File: src/rtl/dilithium_pkg.sv
// -----------------------------------------------------------------------------
// dilithium_pkg
// Shared constants and types for the Dilithium matrix-expansion datapath.
//   Q                  : modulus; sampled coefficients lie in [0, Q)
//   N                  : coefficients per polynomial
//   COEF_W             : coefficient width in bits
//   IDX_W              : coefficient index width in bits
//   BLK_BYTES_SHAKE128 : squeeze rate of SHAKE128 in bytes
//   BLK_BYTES_SHAKE256 : squeeze rate of SHAKE256 in bytes
//   rej_state_t        : state encoding of the rejection sampler FSM
// -----------------------------------------------------------------------------
package dilithium_pkg;

    localparam int Q                  = 8380417;
    localparam int N                  = 256;
    localparam int COEF_W             = 23;
    localparam int IDX_W              = 8;
    localparam int BLK_BYTES_SHAKE128 = 168;
    localparam int BLK_BYTES_SHAKE256 = 136;

    typedef enum logic [2:0] {
        ST_IDLE,
        ST_REQ,
        ST_SAMPLE,
        ST_WAIT_REL,
        ST_DRAIN,
        ST_DONE
    } rej_state_t;

endpackage

File: src/rtl/rej_uniform_sampler_if.sv
// -----------------------------------------------------------------------------
// rej_uniform_sampler_if
// Bundles the three handshakes around the rejection sampler.
//   rtr / rts               : start request from, and completion to, the
//                             matrix-expansion controller
//   blk_req / blk_rts       : block request to, and block ready from, SHAKE
//   blk_data                : one squeezed block; stream byte i sits at
//                             blk_data[8*BLK_BYTES-1-8i -: 8]
//   coef_valid / coef_ready : coefficient stream handshake
//   coef_data / coef_idx    : sampled coefficient and its index
// Modport slave is the sampler's view, master is the surrounding system's.
// -----------------------------------------------------------------------------
interface rej_uniform_sampler_if #(
    parameter int BLK_BYTES = dilithium_pkg::BLK_BYTES_SHAKE128
);
    import dilithium_pkg::*;

    logic                   rtr;
    logic                   rts;
    logic                   blk_req;
    logic                   blk_rts;
    logic [8*BLK_BYTES-1:0] blk_data;
    logic                   coef_valid;
    logic                   coef_ready;
    logic [COEF_W-1:0]      coef_data;
    logic [IDX_W-1:0]       coef_idx;

    modport slave (
        input  rtr, blk_rts, blk_data, coef_ready,
        output rts, blk_req, coef_valid, coef_data, coef_idx
    );

    modport master (
        output rtr, blk_rts, blk_data, coef_ready,
        input  rts, blk_req, coef_valid, coef_data, coef_idx
    );

endinterface

File: src/rtl/rej_cand_extract.sv
// -----------------------------------------------------------------------------
// rej_cand_extract
// Combinational candidate extraction for RejUniform.
//   blk_buf : buffered squeezed block (stream byte 0 in the top byte)
//   k       : candidate number within the block, 0..BLK_BYTES/3-1
//   t       : b[3k] | b[3k+1]<<8 | (b[3k+2] & 0x7F)<<16
//   accept  : t < Q
// -----------------------------------------------------------------------------
module rej_cand_extract
    import dilithium_pkg::*;
#(
    parameter  int BLK_BYTES = BLK_BYTES_SHAKE128,
    localparam int K         = BLK_BYTES / 3,
    localparam int KW        = $clog2(K)
) (
    input  logic [8*BLK_BYTES-1:0] blk_buf,
    input  logic [KW-1:0]          k,
    output logic [COEF_W-1:0]      t,
    output logic                   accept
);

    logic [COEF_W-1:0] cand [K];
    // The top bit of every third byte is masked away by the algorithm.
    logic [K-1:0]      unused_msbs;

    // Stream bytes are stored big-end first, so candidate g starts at the
    // top of the buffer and walks downward 24 bits at a time; the first byte
    // of each triple is the least significant one.
    for (genvar g = 0; g < K; g++) begin : g_cand
        localparam int HI = 8*BLK_BYTES - 1 - 24*g;
        assign cand[g]        = {blk_buf[HI-17 -: 7], blk_buf[HI-8 -: 8], blk_buf[HI -: 8]};
        assign unused_msbs[g] = blk_buf[HI-16];
    end

    // Select the current candidate.
    always_comb begin
        t = '0;
        for (int i = 0; i < K; i++) begin
            if (k == KW'(i)) begin
                t = cand[i];
            end
        end
    end

    assign accept = (t < COEF_W'(Q));

endmodule

File: src/rtl/rej_uniform_sampler.sv
// -----------------------------------------------------------------------------
// rej_uniform_sampler
// Dilithium RejUniform sampler for one ExpandA polynomial. Pulls squeezed
// SHAKE128 blocks, tests one 3-byte candidate per cycle and emits exactly N
// accepted coefficients in index order.
//   clk   : rising-edge clock
//   reset : asynchronous, active-low reset
//   bus   : rej_uniform_sampler_if.slave (controller rtr/rts, SHAKE
//           blk_req/blk_rts/blk_data, coefficient valid/ready stream)
// -----------------------------------------------------------------------------
module rej_uniform_sampler
    import dilithium_pkg::*;
#(
    parameter int BLK_BYTES = BLK_BYTES_SHAKE128
) (
    input logic                  clk,
    input logic                  reset,
    rej_uniform_sampler_if.slave bus
);

    localparam int K  = BLK_BYTES / 3;
    localparam int KW = $clog2(K);
    localparam int CW = $clog2(N + 1);

    rej_state_t             state;
    rej_state_t             state_next;
    logic [8*BLK_BYTES-1:0] blk_buf;
    logic [KW-1:0]          k;
    logic [CW-1:0]          cnt;
    logic [CW-1:0]          cnt_inc;
    logic                   coef_valid;
    logic [COEF_W-1:0]      coef_data;
    logic [IDX_W-1:0]       coef_idx;

    logic [COEF_W-1:0]      cand_t;
    logic                   cand_accept;
    logic                   out_free;
    logic                   do_latch;
    logic                   do_load;
    logic                   k_adv;

    rej_cand_extract #(
        .BLK_BYTES (BLK_BYTES)
    ) u_extract (
        .blk_buf (blk_buf),
        .k       (k),
        .t       (cand_t),
        .accept  (cand_accept)
    );

    assign cnt_inc  = cnt + CW'(1);
    assign out_free = !coef_valid || bus.coef_ready;

    // Next-state and per-cycle control. A candidate is only consumed when it
    // is rejected or when the output register can take it; otherwise k holds.
    // REQ is entered only with blk_rts low so a stale ready from the previous
    // block is never mistaken for a fresh one.
    always_comb begin
        state_next = state;
        do_latch   = 1'b0;
        do_load    = 1'b0;
        k_adv      = 1'b0;
        case (state)
            ST_IDLE: begin
                if (bus.rtr && !bus.blk_rts) begin
                    state_next = ST_REQ;
                end
            end
            ST_REQ: begin
                if (bus.blk_rts) begin
                    do_latch   = 1'b1;
                    state_next = ST_SAMPLE;
                end
            end
            ST_SAMPLE: begin
                if (!(cand_accept && !out_free)) begin
                    do_load = cand_accept;
                    if (cand_accept && (cnt_inc == CW'(N))) begin
                        state_next = ST_DRAIN;
                    end else if (k == KW'(K - 1)) begin
                        state_next = ST_WAIT_REL;
                    end else begin
                        k_adv = 1'b1;
                    end
                end
            end
            ST_WAIT_REL: begin
                if (!bus.blk_rts) begin
                    state_next = ST_REQ;
                end
            end
            ST_DRAIN: begin
                if (!coef_valid) begin
                    state_next = ST_DONE;
                end
            end
            ST_DONE: begin
                if (!bus.rtr) begin
                    state_next = ST_IDLE;
                end
            end
            default: state_next = ST_IDLE;
        endcase
    end

    // State register.
    always_ff @(posedge clk or negedge reset) begin
        if (!reset) begin
            state <= ST_IDLE;
        end else begin
            state <= state_next;
        end
    end

    // Candidate pointer, coefficient counter and output register. The counter
    // is cleared while idle so each polynomial restarts its indices at zero.
    always_ff @(posedge clk or negedge reset) begin
        if (!reset) begin
            k          <= '0;
            cnt        <= '0;
            coef_valid <= 1'b0;
            coef_data  <= '0;
            coef_idx   <= '0;
        end else begin
            if (do_latch) begin
                k <= '0;
            end else if (k_adv) begin
                k <= k + KW'(1);
            end

            if (state == ST_IDLE) begin
                cnt <= '0;
            end else if (do_load) begin
                cnt <= cnt_inc;
            end

            if (do_load) begin
                coef_valid <= 1'b1;
                coef_data  <= cand_t;
                coef_idx   <= cnt[IDX_W-1:0];
            end else if (coef_valid && bus.coef_ready) begin
                coef_valid <= 1'b0;
            end
        end
    end

    // Block buffer; only captured on the REQ cycle that sees blk_rts, so later
    // changes on blk_data are invisible. Contents after reset do not matter.
    always_ff @(posedge clk) begin
        if (do_latch) begin
            blk_buf <= bus.blk_data;
        end
    end

    assign bus.blk_req    = (state == ST_REQ);
    assign bus.rts        = (state == ST_DONE);
    assign bus.coef_valid = coef_valid;
    assign bus.coef_data  = coef_data;
    assign bus.coef_idx   = coef_idx;

endmodule

File: src/flat_wrapper.sv
// flat-port wrapper written by rule: the top's interface ports become plain ports
module rej_uniform_sampler_flat import dilithium_pkg::*;
#(
    parameter int BLK_BYTES = BLK_BYTES_SHAKE128
)
  (clk, reset, bus_rtr, bus_blk_rts, bus_blk_data, bus_coef_ready, bus_rts, bus_blk_req, bus_coef_valid, bus_coef_data, bus_coef_idx);
  rej_uniform_sampler_if #(.BLK_BYTES(BLK_BYTES)) bus_i ();
  input logic clk;
  input logic reset;
  input wire logic [$bits(bus_i.rtr)-1:0] bus_rtr;
  input wire logic [$bits(bus_i.blk_rts)-1:0] bus_blk_rts;
  input wire logic [$bits(bus_i.blk_data)-1:0] bus_blk_data;
  input wire logic [$bits(bus_i.coef_ready)-1:0] bus_coef_ready;
  output wire logic [$bits(bus_i.rts)-1:0] bus_rts;
  output wire logic [$bits(bus_i.blk_req)-1:0] bus_blk_req;
  output wire logic [$bits(bus_i.coef_valid)-1:0] bus_coef_valid;
  output wire logic [$bits(bus_i.coef_data)-1:0] bus_coef_data;
  output wire logic [$bits(bus_i.coef_idx)-1:0] bus_coef_idx;
  assign bus_i.rtr = bus_rtr;
  assign bus_i.blk_rts = bus_blk_rts;
  assign bus_i.blk_data = bus_blk_data;
  assign bus_i.coef_ready = bus_coef_ready;
  assign bus_rts = bus_i.rts;
  assign bus_blk_req = bus_i.blk_req;
  assign bus_coef_valid = bus_i.coef_valid;
  assign bus_coef_data = bus_i.coef_data;
  assign bus_coef_idx = bus_i.coef_idx;
  rej_uniform_sampler #(.BLK_BYTES(BLK_BYTES)) u_core (.clk(clk), .reset(reset), .bus(bus_i));
endmodule
File: config.mk
export PLATFORM = sky130hd
export DESIGN_NAME = rej_uniform_sampler_flat
export DESIGN_NICKNAME = d
export VERILOG_FILES = /design/src/rtl/dilithium_pkg.sv /design/src/rtl/rej_uniform_sampler_if.sv /design/src/rtl/rej_cand_extract.sv /design/src/rtl/rej_uniform_sampler.sv /design/src/flat_wrapper.sv
export SDC_FILE = /design/constraint.sdc
export NUM_CORES = 1
export LEC_CHECK = 0
export ABC_AREA = 1
export BUFFER_PORTS_ARGS = -buffer_cell sky130_fd_sc_hd__buf_2
export CORE_AREA = 3 3 540 542
export CTS_BUF_LIST = sky130_fd_sc_hd__clkbuf_4
export CTS_CLUSTER_SIZE = 24
export DETAILED_ROUTE_END_ITERATION = 6
export DIE_AREA = 0 0 543 545
export PLACE_DENSITY = 0.43
export RECOVER_POWER = 25
export SLEW_MARGIN = 0
export SYNTH_ARGS = -nofsm -noshare
export SYNTH_HDL_FRONTEND = slang
export SYNTH_SLANG_ARGS = --single-unit
File: constraint.sdc
create_clock -name clk -period 84.3 [get_ports clk]
set_input_delay 4.215 -clock clk [delete_from_list [all_inputs] [get_ports clk]]
set_output_delay 4.215 -clock clk [all_outputs]
set_load 0.05 [all_outputs]
==> results.toml <==
[sta]
hold_violations = 0
setup-tns-final_ns = 0
finalSetupViolations = 0
finalMaxSlewViolations = 0
actual_slew_at_the_worst_max_slew_pin_ns = 1.21
fin_worst_skew_ns = 0.193
unrepaired_setup_endpoints_after_global_routing = "false"
layout_worst_path_cycle_share_pct = 12.7
finalHoldWorstSlack_ns = 0.474
slew-limit-headroom_pct = 18.8
final.min_clock_period_ns = 10.71
timing.fmax_ghz = 0.0934

[setup_path]
worst-path-buf-inv = 3
kind_of_capture_point_of_the_worst_setup_path = "flop"
critPathMostFrequentCell = "nand3_1"
timing.critical_path.from_type = "flop"
worst_ep_required_time_ns = 85.33
critical_setup_path_kind = "reg -> reg"
cp.arrival_ns = 11.74
timing.critical_path.max_delay_family = "simple AND/OR/NAND/NOR gates"
largest_fanout_of_any_net_on_the_critical_path = 59
timing.critical_path.slowest_stage_cell = "nor2_1"
slowest_delay_ns = 0.85

[floorplan]
design.die.area_um2 = 296000
die_height_um = 545
chipWidth_um = 543
design.core.area_um2 = 287000
rows = 197
start_util_pct = 19.2
floorplan.io_pins = 1383

[layout]
final.fill_count = 31000
drive_above_1_share_pct = 35.2
fin_nets = 7726
area.growth.synth_to_final_pct = 30.1
multiInputGateArea_um2 = 13500
postLayoutCellArea_um2 = 71600
seqCellArea_um2 = 39900
instances_no_fill = 10500

[routing]
finalWirelength_um = 263000
dr_total_vias = 43600
drt_iter0_drc = 3779
drt-wirelength-per-cell_um = 24.9
drt_first_pass_iters = 7
detail_route.vias_per_cell = 4.13
drtAntennaViolNets = 0
detail_route.drc_violations = 0

[synthesis]
ys_ff_latch = 1338
synth_top_cells_by_area = "edfxtp_1 (70%), nand2_1 (10%), nand3_1 (4.7%), or2_2 (3.1%), dfrtp_1 (2.3%)"
share_of_the_synthesized_area_in_the_top_cell_type_pct = 70.3
synthFlopType = "edfxtp_1"
yosys_warnings = 0
post_synthesis_instance_area_um2 = 55000
netlist-cell-type-count = 38
largest_area_contributor_in_the_netlist = "edfxtp_1"
synth-async-reset-ratio_pct = 3.74
ys_seq_area_share_pct = 72.5
synthesized_netlist_cell_count = 4745
avgSynthCellArea_um2 = 11.6
synth-edff-count = 1288
syn_nets = 6100

[hold_path]
worstHoldPathType = "reg -> reg"

[power]
static-leakage-power_nw = 28.4
vdd_drop_max_mv = 0.0158
post-layout-total-power_mw = 2.33
powerDensity_nw_per_um2 = 32.5

[global_routing]
track_usage_pct = 16.9
globalRoute.totalOverflow = 0
wire_length_of_the_first_global_routing_pass_um = 347000
grt_start_max_net_pins = 115
grt_antenna_before_repair = 251
first_global_vias = 43300

[job]
maxCapViolCount = 0

[clocking]
cts_resized = 0
numClockSinks = 1338
post_cts_setup_buffer_count = 0
clk_transition_reported_paths_ns = 0.07
postCtsHoldBufs = 0
cts_max_level = 5
clock_insertion_delay_worst_skew_ns = 1.32
clk_root_buffer_cell = "clkbuf_4"
clock_buffer_count_from_cts = 390
cts.path.max_buffers = 4
tritoncts = "done"

[status]
status = "finished, final reports clean"

[place]
port_buffers = 1326
placed_area_um2 = 66400
dp.final_hpwl_um = 197000
place_inst = 9760
gpl_wtd_cong = 0.896
## state kept, by name, summed over array words and instances, names as in the netlist
signal and cells:
u_core.blk_buf 1288, u_core.k 6, u_core.bus.coef_idx 8, u_core.bus.coef_data 23, u_core.cnt 9, u_core.bus.coef_valid 1, u_core.state 3
## cell type report
| class | count | area share (%) |
|---|---|---|
| flip-flops and latches | 1338 | 55.8 |
| diodes | 95 | 0.332 |
| clock buffers | 577 | 6.05 |
| repair buffers | 1437 | 10.4 |
| multi-input cells | 2989 | 18.8 |
| well taps | 3781 | 6.61 |
| inverters | 215 | 1.14 |
| clock inverters | 115 | 0.912 |
## metal layers
layer	vias to the layer above	global-route usage [%]	wire [um]
li1	19900	-	-
met1	20600	20.6	106000
met2	2143	27.2	121000
met3	718	5.53	23600
met4	166	7.33	11300
met5	-	0	1050
## cells in the final DEF (no fill, tap or decap), types with 4 or more instances in the layout
master / instances
nand2_1: 1522
edfxtp_1: 1288
buf_2: 1282
clkbuf_4: 577
nand3_1: 512
or2_2: 272
nor2_1: 247
inv_1: 192
a21oi_1: 186
buf_4: 111
diode_2: 95
clkinv_1: 88
o21ai_0: 67
dfrtp_1: 50
clkbuf_1: 44
nand4_1: 40
nor2_2: 33
o21ai_1: 21
nor2_4: 19
clkinv_2: 15
o211ai_1: 13
xor2_1: 11
inv_2: 9
or2_1: 9
or2_0: 7
clkinv_4: 7
ha_1: 6
inv_6: 6
inv_8: 4
nand3b_1: 4
a21boi_1: 4
## worst min-delay path, delay by kind of cell (launching register included)
family,cells,cell delay [ns]
AND/OR/NAND/NOR,2,0.10
flip-flops,1,0.34
## worst paths after layout
| path | from | slack [ns] | end | depth (start not counted) |
|---|---|---|---|---|
| min reg2reg | u_core.bus.coef_idx[2]$_DFFE_PN0P_ | 0.47 | u_core.bus.coef_idx[2]$_DFFE_PN0P_ | 2 |
| min in group asynchronous | reset | 3.12 | u_core.cnt[8]$_DFFE_PN0P_ | 2 |
| max | u_core.k[0]$_DFFE_PN0P_ | 73.59 | u_core.cnt[5]$_DFFE_PN0P_ | 66 |
| max in group asynchronous | reset | 80.58 | u_core.bus.coef_data[17]$_DFFE_PN0P_ | 2 |
| min | u_core.bus.coef_idx[2]$_DFFE_PN0P_ | 0.47 | u_core.bus.coef_idx[2]$_DFFE_PN0P_ | 2 |
| max reg2reg | u_core.k[0]$_DFFE_PN0P_ | 73.59 | u_core.cnt[5]$_DFFE_PN0P_ | 66 |
## cells in the mapped netlist, types with 2 or more instances
cell type	n
nand2_1	1522
edfxtp_1	1288
nand3_1	512
nor2_1	287
or2_2	272
inv_1	195
a21oi_1	186
clkbuf_1	90
buf_2	88
o21ai_0	67
dfrtp_1	50
nand4_1	40
o21ai_1	21
buf_4	15
o211ai_1	13
xor2_1	11
clkinv_1	10
inv_2	9
or2_1	9
nor2_2	7
or2_0	7
buf_6	6
ha_1	6
nor2_4	5
a21boi_1	4
buf_1	4
nand3b_1	4
nand3_2	3
nand2_2	2
nor3_1	2
nor4_1	2
o21bai_1	2
## where the power goes
part / switching, mW / leakage, nW / internal [mW] / total (mW)
Clock: 0.308 / 2.96 / 0.323 / 0.632
Combinational: 0.605 / 12.9 / 0.182 / 0.787
Sequential: 0.0337 / 12.5 / 0.872 / 0.906
## cells by family (layout without fill, tap and decap cells)
group / after synthesis / count (layout) / share of synthesized area, %
simple gates: 2674 / 2674 / 21.1
flops: 1338 / 1338 / 72.5
buf+inv: 418 / 2344 / 3.24
compound gates: 298 / 298 / 2.83
xor+xnor: 11 / 11 / 0.175
fa+ha+maj: 6 / 6 / 0.136
other cells: 0 / 95 / 0
## through the flow
| stage | setup slack (ns) | utilization, % |
|---|---|---|
| after detailed placement | 73.37 | 23.1 |
| after floorplan | 53.49 | - |
| after global routing | 72.59 | 24.9 |
| final | 73.59 | 24.9 |
| after global placement | 73.36 | 23.1 |
| after CTS | 73.14 | 24.9 |
No activity file was read; power rests on OpenSTA's default activity.
